### config.mk
export PLATFORM = sky130hd
export DESIGN_NAME = instr_enc
export DESIGN_NICKNAME = d
export VERILOG_FILES = /design/src/rtl/instr_enc_pkg.sv /design/src/rtl/instr_enc_fifo.sv /design/src/rtl/instr_enc.sv
export SDC_FILE = /design/constraint.sdc
export NUM_CORES = 1
export LEC_CHECK = 0
export BUFFER_PORTS_ARGS = -buffer_cell sky130_fd_sc_hd__buf_2
export CORE_MARGIN = 8
export CORE_UTILIZATION = 50
export DETAILED_ROUTE_END_ITERATION = 8
export GPL_TIMING_DRIVEN = 0
export PLACE_DENSITY = 0.7
export RECOVER_POWER = 25
export SLEW_MARGIN = 40
export SYNTH_ARGS = -nofsm -noshare
export SYNTH_HDL_FRONTEND = slang
export SYNTH_SLANG_ARGS = --single-unit
### constraint.sdc
create_clock -name clk_i -period 7 [get_ports clk_i]
set_input_delay 1.05 -clock clk_i [delete_from_list [all_inputs] [get_ports clk_i]]
set_output_delay 1.05 -clock clk_i [all_outputs]
set_load 0.02 [all_outputs]
### src/rtl/instr_enc_pkg.sv
// Shared MIPS encoding constants, op_sel enumeration and the combinational encoder.
// INSTR_ENC_JALR_EN: when defined, op_sel 11 (jalr) is a legal request.
package instr_enc_pkg;

   typedef enum logic [3:0] {
      OP_ADD  = 4'd0,
      OP_SUB  = 4'd1,
      OP_ORI  = 4'd2,
      OP_LW   = 4'd3,
      OP_SW   = 4'd4,
      OP_BEQ  = 4'd5,
      OP_LUI  = 4'd6,
      OP_SLL  = 4'd7,
      OP_J    = 4'd8,
      OP_JAL  = 4'd9,
      OP_JR   = 4'd10,
      OP_JALR = 4'd11
   } op_sel_e;

   localparam logic [5:0] OPC_RTYPE = 6'h00;
   localparam logic [5:0] OPC_ORI   = 6'h0D;
   localparam logic [5:0] OPC_LW    = 6'h23;
   localparam logic [5:0] OPC_SW    = 6'h2B;
   localparam logic [5:0] OPC_BEQ   = 6'h04;
   localparam logic [5:0] OPC_LUI   = 6'h0F;
   localparam logic [5:0] OPC_J     = 6'h02;
   localparam logic [5:0] OPC_JAL   = 6'h03;

   localparam logic [5:0] FN_ADD  = 6'h20;
   localparam logic [5:0] FN_SUB  = 6'h22;
   localparam logic [5:0] FN_SLL  = 6'h00;
   localparam logic [5:0] FN_JR   = 6'h08;
   localparam logic [5:0] FN_JALR = 6'h09;

   localparam logic [31:0] ADDR_BASE  = 32'h0000_3000;
   localparam int          FIFO_W     = 64;
   localparam int          FIFO_D     = 4;
   localparam int          FIFO_CNT_W = $clog2(FIFO_D + 1);

   function automatic logic op_legal(input logic [3:0] op);
`ifdef INSTR_ENC_JALR_EN
      return op <= 4'd11;
`else
      return op <= 4'd10;
`endif
   endfunction

   // Fields an op does not use are forced to zero here, not left to the caller.
   function automatic logic [31:0] encode(input op_sel_e op,
                                          input logic [4:0] rs,
                                          input logic [4:0] rt,
                                          input logic [4:0] rd,
                                          input logic [4:0] shamt,
                                          input logic [15:0] imm16,
                                          input logic [25:0] imm26);
      logic [31:0] w;
      w = '0;
      case (op)
         OP_ADD:  w = {OPC_RTYPE, rs, rt, rd, 5'd0, FN_ADD};
         OP_SUB:  w = {OPC_RTYPE, rs, rt, rd, 5'd0, FN_SUB};
         OP_ORI:  w = {OPC_ORI, rs, rt, imm16};
         OP_LW:   w = {OPC_LW, rs, rt, imm16};
         OP_SW:   w = {OPC_SW, rs, rt, imm16};
         OP_BEQ:  w = {OPC_BEQ, rs, rt, imm16};
         OP_LUI:  w = {OPC_LUI, 5'd0, rt, imm16};
         OP_SLL:  w = {OPC_RTYPE, 5'd0, rt, rd, shamt, FN_SLL};
         OP_J:    w = {OPC_J, imm26};
         OP_JAL:  w = {OPC_JAL, imm26};
         OP_JR:   w = {OPC_RTYPE, rs, 15'd0, FN_JR};
         OP_JALR: w = {OPC_RTYPE, rs, 5'd0, rd, 5'd0, FN_JALR};
         default: w = '0;
      endcase
      return w;
   endfunction

endpackage

### src/rtl/instr_enc_fifo.sv
// Synchronous FIFO with synchronous flush; full blocks push even when a pop is in the same cycle.
// DEPTH must be a power of two so the pointers wrap naturally.
module enc_fifo #(
   parameter int WIDTH = 64,
   parameter int DEPTH = 4
) (
   input  logic                           clk_i,
   input  logic                           rst_i,
   input  logic                           flush_i,
   input  logic                           push_i,
   input  logic                           pop_i,
   input  logic [WIDTH-1:0]               data_i,
   output logic [WIDTH-1:0]               data_o,
   output logic [$clog2(DEPTH+1)-1:0]     count_o,
   output logic                           full_o,
   output logic                           empty_o
);
   localparam int PTR_W = $clog2(DEPTH);
   localparam int CNT_W = $clog2(DEPTH + 1);

   logic [WIDTH-1:0] mem_q [DEPTH];
   logic [PTR_W-1:0] wr_q, wr_d, rd_q, rd_d;
   logic [CNT_W-1:0] cnt_q, cnt_d;
   logic             do_push, do_pop;

   assign full_o  = (cnt_q == CNT_W'(DEPTH));
   assign empty_o = (cnt_q == '0);
   assign do_push = push_i & ~full_o & ~flush_i;
   assign do_pop  = pop_i & ~empty_o & ~flush_i;
   assign data_o  = mem_q[rd_q];
   assign count_o = cnt_q;

   always_comb begin
      wr_d  = wr_q;
      rd_d  = rd_q;
      cnt_d = cnt_q;
      if (flush_i) begin
         wr_d  = '0;
         rd_d  = '0;
         cnt_d = '0;
      end else begin
         if (do_push) wr_d = wr_q + PTR_W'(1);
         if (do_pop)  rd_d = rd_q + PTR_W'(1);
         cnt_d = cnt_q + CNT_W'(do_push) - CNT_W'(do_pop);
      end
   end

   always_ff @(posedge clk_i or posedge rst_i) begin
      if (rst_i) begin
         wr_q  <= '0;
         rd_q  <= '0;
         cnt_q <= '0;
      end else begin
         wr_q  <= wr_d;
         rd_q  <= rd_d;
         cnt_q <= cnt_d;
      end
   end

   // Storage needs no reset: the consumer only looks at it while non-empty.
   always_ff @(posedge clk_i) begin
      if (do_push) mem_q[wr_q] <= data_i;
   end

endmodule

### src/rtl/instr_enc.sv
// MIPS instruction encoder: legal requests are encoded and queued; the head word is presented with its address.
// INSTR_ENC_JALR_EN: when defined, op_sel 11 encodes jalr instead of being rejected as illegal.
module instr_enc
   import instr_enc_pkg::*;
(
   input  logic        clk_i,
   input  logic        reset_i,
   input  logic        flush_i,
   input  logic        in_valid_i,
   output logic        in_ready_o,
   input  logic [3:0]  op_sel_i,
   input  logic [4:0]  rs_i,
   input  logic [4:0]  rt_i,
   input  logic [4:0]  rd_i,
   input  logic [4:0]  shamt_i,
   input  logic [15:0] imm16_i,
   input  logic [25:0] imm26_i,
   output logic        out_valid_o,
   input  logic        out_ready_i,
   output logic [31:0] out_instr_o,
   output logic [31:0] out_addr_o,
   output logic        err_o,
   output logic [7:0]  err_cnt_o
);
   logic                  accept, legal, push, pop, illegal_acc;
   logic [31:0]           enc_word, slot_addr;
   logic [FIFO_W-1:0]     head;
   logic [FIFO_CNT_W-1:0] count;
   logic                  full, empty;
   logic [31:0]           addr_q, addr_d;
   logic                  err_q, err_d;
   logic [7:0]            err_cnt_q, err_cnt_d;

   assign legal       = op_legal(op_sel_i);
   assign enc_word    = encode(op_sel_e'(op_sel_i), rs_i, rt_i, rd_i, shamt_i, imm16_i, imm26_i);
   assign accept      = in_valid_i & in_ready_o;
   assign push        = accept & legal & ~flush_i;
   assign illegal_acc = accept & ~legal & ~flush_i;
   assign pop         = out_valid_o & out_ready_i;

   // Each entry is tagged with the address it will be emitted at: head address plus its queue position.
   assign slot_addr = addr_q + (32'(count) << 2);

   enc_fifo #(
      .WIDTH (FIFO_W),
      .DEPTH (FIFO_D)
   ) u_fifo (
      .clk_i   (clk_i),
      .rst_i   (reset_i),
      .flush_i (flush_i),
      .push_i  (push),
      .pop_i   (pop),
      .data_i  ({slot_addr, enc_word}),
      .data_o  (head),
      .count_o (count),
      .full_o  (full),
      .empty_o (empty)
   );

   assign in_ready_o  = ~full;
   assign out_valid_o = ~empty;
   assign out_instr_o = empty ? 32'd0 : head[31:0];
   assign out_addr_o  = empty ? addr_q : head[63:32];
   assign err_o       = err_q;
   assign err_cnt_o   = err_cnt_q;

   always_comb begin
      addr_d    = addr_q;
      err_d     = illegal_acc;
      err_cnt_d = err_cnt_q;
      if (flush_i)  addr_d = ADDR_BASE;
      else if (pop) addr_d = addr_q + 32'd4;
      if (illegal_acc && err_cnt_q != 8'hFF) err_cnt_d = err_cnt_q + 8'd1;
   end

   always_ff @(posedge clk_i or posedge reset_i) begin
      if (reset_i) begin
         addr_q    <= ADDR_BASE;
         err_q     <= 1'b0;
         err_cnt_q <= 8'd0;
      end else begin
         addr_q    <= addr_d;
         err_q     <= err_d;
         err_cnt_q <= err_cnt_d;
      end
   end

endmodule

* Word level (Yosys, flattened, before mapping)
Memories as Yosys holds them, arrays and structs flattened.
Cells that the tools add are included.
Widths: inputs -> output; s select.
** Word-level totals
- Register bits :: 48
- Latch bits :: 0
- Bits in writable memories :: 256
- ROM bits :: 0
- Input port bits :: 71
- Output and inout bits :: 75
- Word-level logic and storage cells :: 60
- Memories kept :: 1
** Memory list
- u_fifo.mem_q :: words 4, width 64, read ports 1, clocked after memory_dff 0, write ports 1, line instr_enc_fifo.sv:21 : logic [WIDTH-1:0] mem_q [DEPTH];
** Cells by class
- $add $sub $neg :: 7
- Multipliers :: 0
- Divide/modulo/power cells :: 0
- Magnitude comparators :: 1
- Equality and inequality tests :: 13
- Shift-type cells :: 0
- Muxes and demuxes :: 12
- Bitwise gates (word level) :: 14
- Reduce and logical (&&, ||, !) cells :: 6
** Operator list (count)
- $pmux 32 s12 :: 1
- $mux 32 :: 4
- $add 32x3->32 const B :: 1
- $add 32x5->32 :: 1
- $eq 4x3->1 const B :: 4
- $eq 4x4->1 const B :: 4
- $and 1x1->1 :: 10
- $add 8x1->8 const B :: 1
- $eq 4x2->1 const B :: 2
- $mux 2 :: 4
- $ne 8x8->1 const B :: 1
- $reduce_bool 2->1 :: 3
- $add 2x1->2 const B :: 2
- $eq 4x1->1 const B :: 1
- $le 4x4->1 const B :: 1
- $logic_not 4->1 :: 1
- $not 1->1 :: 4
- $add 3x1->3 :: 1
- $eq 3x3->1 const B :: 1
- $logic_not 3->1 :: 1
- $mux 3 :: 1
- $sub 3x1->3 :: 1
- $mux 1 :: 2
- $logic_and 1x1->1 :: 1

* Longest topological paths before layout
- Depth in word-level cells :: 10
- Mapped depth :: 12
- Mapped depth without buffers :: 10

* Cells and area by module
A second synthesis with hierarchy kept.
** Unflattened totals
- Cells, all modules :: 857
- Area total of the unflattened synthesis :: 13571.8 µm²
** By module, submodules not included
- enc_fifo :: times used 1, cells each 382, area an instance 9700.6 µm², sequential area each 7862.5 µm²
- instr_enc :: times used 1, cells each 475, area an instance 3871.2 µm², sequential area each 978.4 µm²

* Worst setup path before layout
Ideal clock, no wire load.
- Path kind :: input to register
- Start point :: in op_sel_i[1]
- End point :: mem u_fifo.mem_q[0][0] (enable)
- Setup time :: 0.425 ns
- Arrival :: 3.474 ns
- Data required time :: 6.575 ns
- Setup slack :: 3.100 ns
- Stages on the path :: 7
- Buffers on the path :: 3
- Cells stage by stage :: clkbuf_1 -> and2_1 -> clkbuf_1 -> o21ai_0 -> and3_1 -> clkbuf_1 -> and2_1
** On the way
- Cells in the longest elaborated chain, start to end :: 7
** RTL lines
- start: declaration :: line instr_enc.sv:11 : input logic [3:0] op_sel_i,
- $le 4x4->1 :: line instr_enc_pkg.sv:44 : return op <= 4'd10;
- $and 1x1->1 (2 in series) :: line instr_enc.sv:37 : assign push = accept & legal & ~flush_i;
- $and 1x1->1 (2 in series) :: line instr_enc_fifo.sv:28 : assign do_push = push_i & ~full_o & ~flush_i;
- $mux 1 :: line instr_enc_fifo.sv:62 : if (do_push) mem_q[wr_q] <= data_i;
- $mux 1 (implied by the code) :: line instr_enc_fifo.sv:62
- end: declaration :: line instr_enc_fifo.sv:21
Every way passes these cells.

* Worst setup path in the final report
- Start point :: reg u_fifo.cnt_q[1] (netlist: u_fifo.count_o[1])
- End point :: out out_addr_o[14]
** On the way
- Cells in the longest elaborated chain, start to end :: 2
** RTL lines
- start: declaration :: line instr_enc_fifo.sv:23 : logic [CNT_W-1:0] cnt_q, cnt_d;
- start signal: assignment :: line instr_enc_fifo.sv:56 : cnt_q <= cnt_d;
- $logic_not 3->1 :: line instr_enc_fifo.sv:27 : assign empty_o = (cnt_q == '0);
- $mux 32 :: line instr_enc.sv:63 : assign out_addr_o = empty ? addr_q : head[63:32];
- end: declaration :: line instr_enc.sv:21 : output logic [31:0] out_addr_o,
Every way passes these cells.

==> results <==
- The post-detailed-route wirelength per cell is 21.0 um.
- At the worst endpoint, the arrival time is between 2 and 3 ns.
- Setup violations remaining at the end of the flow were counted as 0.
- The final reports fail on max-capacitance violations, max-slew violations.
- Compared with the post-synthesis result, the final layout area differs by 16.4%.
- The count of buffers added on input and output ports is 138.
- The placement-stage cell area is 0.0142 mm^2.
- The synthesis warning total is 0.
- Overall power consumption after layout is estimated at roughly 0.0047 W.
- In this run the worst hold path is classified as in -> async.
- The critical path crosses 5 cells after its start point.
- Summing all multi-input logic gate instances after layout gives 0.00414 mm^2.
- The worst setup path is launched from a register.
- The prevailing post-synth register cell is sky130_fd_sc_hd__edfxtp_1.
- The die is ~180 um wide.
- The endpoint kind of the worst setup timing path is a primary output.
- The delay contributed by the slowest stage of the critical path is 0.62 ns.
- Setup repair after global routing left no endpoint under its margin.
- In this run the post-CTS setup repair buffer count came out at 0.
- The detailed-placement wirelength estimate is 19200 um.
- The number of different library cells in the post-synthesis netlist is 50.
- The final RePlAce weighted congestion is slightly below 0.8.
- After clock tree synthesis, the clock-pin slew on the worst setup and hold paths is 0.06 ns.
- The count of flip-flops with a built-in enable after synthesis is approximately 240.
- Once the floorplan was initialized, standard cells occupied 50.3% of the core.
- The final design area excluding fillers is roughly 0.015 mm^2.
- Of the available clock period, the critical path in the final layout requires 55.9%.
- Traced cell by cell, the critical path runs through or3_1 > clkbuf_1 > buf_1 > mux2_2 > buf_2.
- The maximum root-to-sink buffer count is 3.
- After floorplanning, the core was divided into 59 placement rows.
- The root buffer cell chosen for the clock tree is sky130_fd_sc_hd__clkbuf_16.
- The critical path in this run is classified as reg -> out.
- In the final layout, flip-flops and latches occupy around 0.0085 mm^2.
- The overall via count from detail_route is 7685.
- For this block, the initial DRC count from the detailed router was ~700.
- Using the TritonRoute via totals, the vias-per-cell ratio works out to roughly 5.7.
- Setup total negative slack on the finished layout was measured at 0 ns.
- The slowest stage of the critical path is the sky130_fd_sc_hd__buf_1 cell.
- The wire length of the first global-routing pass is between 40000 and 50000 um.
- STA puts the critical path data required time at 5.95 ns.
- After filler insertion, the fill cell instance count of the layout stands at slightly above 2000.
- In this run the static leakage power is about 5.5 nW.
- Summed over all layers, the global routing overflow is 0.
- The power density normalized to cell area is roughly 310 mW/mm^2.
- The die boundary height is roughly 180 um.
- The buffers plus inverters on the worst setup path is 3.
- In this run the critical register-to-register path is launched from addr_q[13].
- Entering global routing, the biggest net connects 40 pins.
- The pre-antenna-repair detailed-routing pass consisted of 5 iterations.
- The critical path ends at out_addr_o[14].
- The endpoint of the worst-slack reg-to-reg timing path is u_fifo.mem_q[1][59].
- The number of ports placed on the die boundary is approximately 150.
- After detailed routing, the total wire length is 28500 um.
- The count of unresolved DRC violations after routing is 0.
- Hold repair after CTS inserted 0 buffers.
- Sequential elements use roughly 66% of the synthesized area.
- For the worst-skew pair, the clock arrives at the later sink with an insertion delay of roughly 0.54 ns.
- The depth of the worst register-to-register path is 5.
- The overall die area is 0.0313 mm^2.
- For the pin with the worst max-slew slack, the measured transition is approximately 2.3 ns.
- The number of maximum-capacitance violations is 2.
- The number of failing hold endpoints at the final stage was 0.
- The flow ran to the end, but the final reports show violations.
- The number of antenna violations at the first check in global routing is 0.
- The total track usage is 18.2%.
- The final worst clock skew is 0.00695 ns.
- The detail route stage leaves a number of antenna-violating nets equal to 0.
- For this run, the top clock speed supported by timing is between 0.2 and 0.3 GHz.
- The average cell area after synthesis is around 16 um^2.
- In this run the register-to-register setup slack is roughly 3.2 ns.
- The number of antenna diodes is 0.
- The number of global-route vias before repair is between 7000 and 8000.
- The startpoint of the most critical setup path is u_fifo.count_o[1].
- The synthesized instance count is 820.
- The number of buffers added by the clock tree synthesis step is 28.
- Summing every instance area after synthesis gives between 0.01 and 0.015 mm^2.
- In this run the tightest slew margin relative to its limit is -54.8%.
- The routed design could run at a clock period as short as roughly 3.9 ns.
- The final layout contains between 1000 and 1500 nets.
- The largest fanout on the critical path is 10.
- The number of max-slew violations in the final report came to between 40 and 50.
- The dominant delay contributor by cell family on the critical path is buffers and inverters.
- In the final layout, the share of cells above drive strength 1 is between 20 and 30%.
- The number of resized instances in the post-cts repair step is 0.
- For this design, the sink count on the clock tree is between 200 and 300.
- In this run the number of H-tree levels came out at 1.
- The area of the placeable core is around 0.026 mm^2.
- Counting flops and latches in the post-synthesis netlist gives between 200 and 300.
- The share of flip-flops with an asynchronous set or reset after synthesis is 15.9%.
- The highest ir drop seen on vdd is roughly 0.18 mV.
- TritonCTS built the clock tree.
where the power goes:
group	leakage (nW)	switching (W)	internal (W)
combinational	2.18	0.000737	0.000530
clock	0.445	0.000620	0.000839
sequential	2.89	0.0000395	0.00196
total	5.51	0.00140	0.00333
registers in the layout, summed over array words and instances, names as in the netlist:
name,count
u_fifo.mem_q,244
addr_q,30
err_cnt_o,8
u_fifo.count_o,3
u_fifo.rd_q,2
u_fifo.wr_q,2
err_o,1
area by class of cell:
type,instances,area share (%)
Sequential cell,290,56.4
Inverter,22,0.557
Multi-Input combinational cell,453,27.5
Timing Repair Buffer,144,5.21
Clock inverter,18,0.932
Tap cell,335,2.79
Clock buffer,34,5.02
Buffer,57,1.60
logic make-up (layout without fill, tap and decap cells):
| kind of cell | Yosys count | in the layout | share of synthesized area (%) |
|---|---|---|---|
| DFF | 290 | 290 | 65.6 |
| and+or+nand+nor | 203 | 203 | 8.74 |
| muxes | 98 | 98 | 13.8 |
| AOI/OAI and AO/OA | 86 | 86 | 4.53 |
| buffers and inverters | 79 | 275 | 2.50 |
| xor gates and xnor gates | 50 | 50 | 3.39 |
| adders and majority gates | 13 | 13 | 1.37 |
| other | 1 | 3 | 0.0290 |
through the flow:
stage	util, %	setup slack (ns)	hold WS, ns	std cells
6_report	58.6	3.09	0.454	1353
5_1_grt	58.6	2.88	0.465	1353
4_1_cts	58.8	3.03	0.367	1353
3_5_place_dp	55.3	3.01	0.487	1301
3_3_place_gp	54.7	1.71	0.479	1295
2_1_floorplan	-	3.10	0.504	822
cells in the final DEF (no fill, tap or decap), drive strengths merged, types with 7 or more instances in the layout:
cell / instances
xor2: 24
a22o: 8
nand4: 16
inv: 20
or3: 10
and2: 44
o21ai: 25
buf: 153
mux2: 36
clkbuf: 82
ha: 11
mux4: 61
nand2: 26
a222oi: 10
nand2b: 7
nor3: 12
nor2: 32
nor2b: 13
edfxtp: 244
nand3: 13
xnor2: 26
dfrtp: 44
clkinv: 16
a21oi: 22
worst min-delay path by stage:
stage,to,slack (ns),depth (start not counted)
6_report,err_cnt_o[3],0.45,2
3_5_place_dp,err_cnt_o[5],0.49,1
4_1_cts,err_cnt_o[3],0.37,2
2_1_floorplan,u_fifo.wr_q[0],0.50,1
3_3_place_gp,err_cnt_o[5],0.48,1
5_1_grt,err_cnt_o[4],0.46,2
per-layer routing:
metal / share of wire (%) / track usage [%]
met1: 44 / 24.7
met3: 4.5 / 2.52
met5: 0 / 0
met2: 51 / 30.8
met4: 1.4 / 4.06
synth_stat cells, drive strengths merged, types with 5 or more instances:
cell	n	area, um^2
edfxtp	244	7330
mux4	61	1370
and2	44	275
dfrtp	44	1100
clkbuf	38	143
mux2	36	405
nor2	32	120
nand2	26	97.6
xnor2	26	228
o21ai	25	125
xor2	24	210
a21oi	22	110
inv	21	78.8
buf	19	97.6
nand4	16	106
nand3	13	65.1
nor2b	13	81.3
nor3	12	60.1
ha	11	138
a222oi	10	100
or3	10	62.6
a22o	8	70.1
nand2b	7	43.8
and3	6	37.5
or4	6	45.0
a22oi	5	37.5
and4	5	43.8
nor4	5	31.3
(Power assumes the default switching activity.)
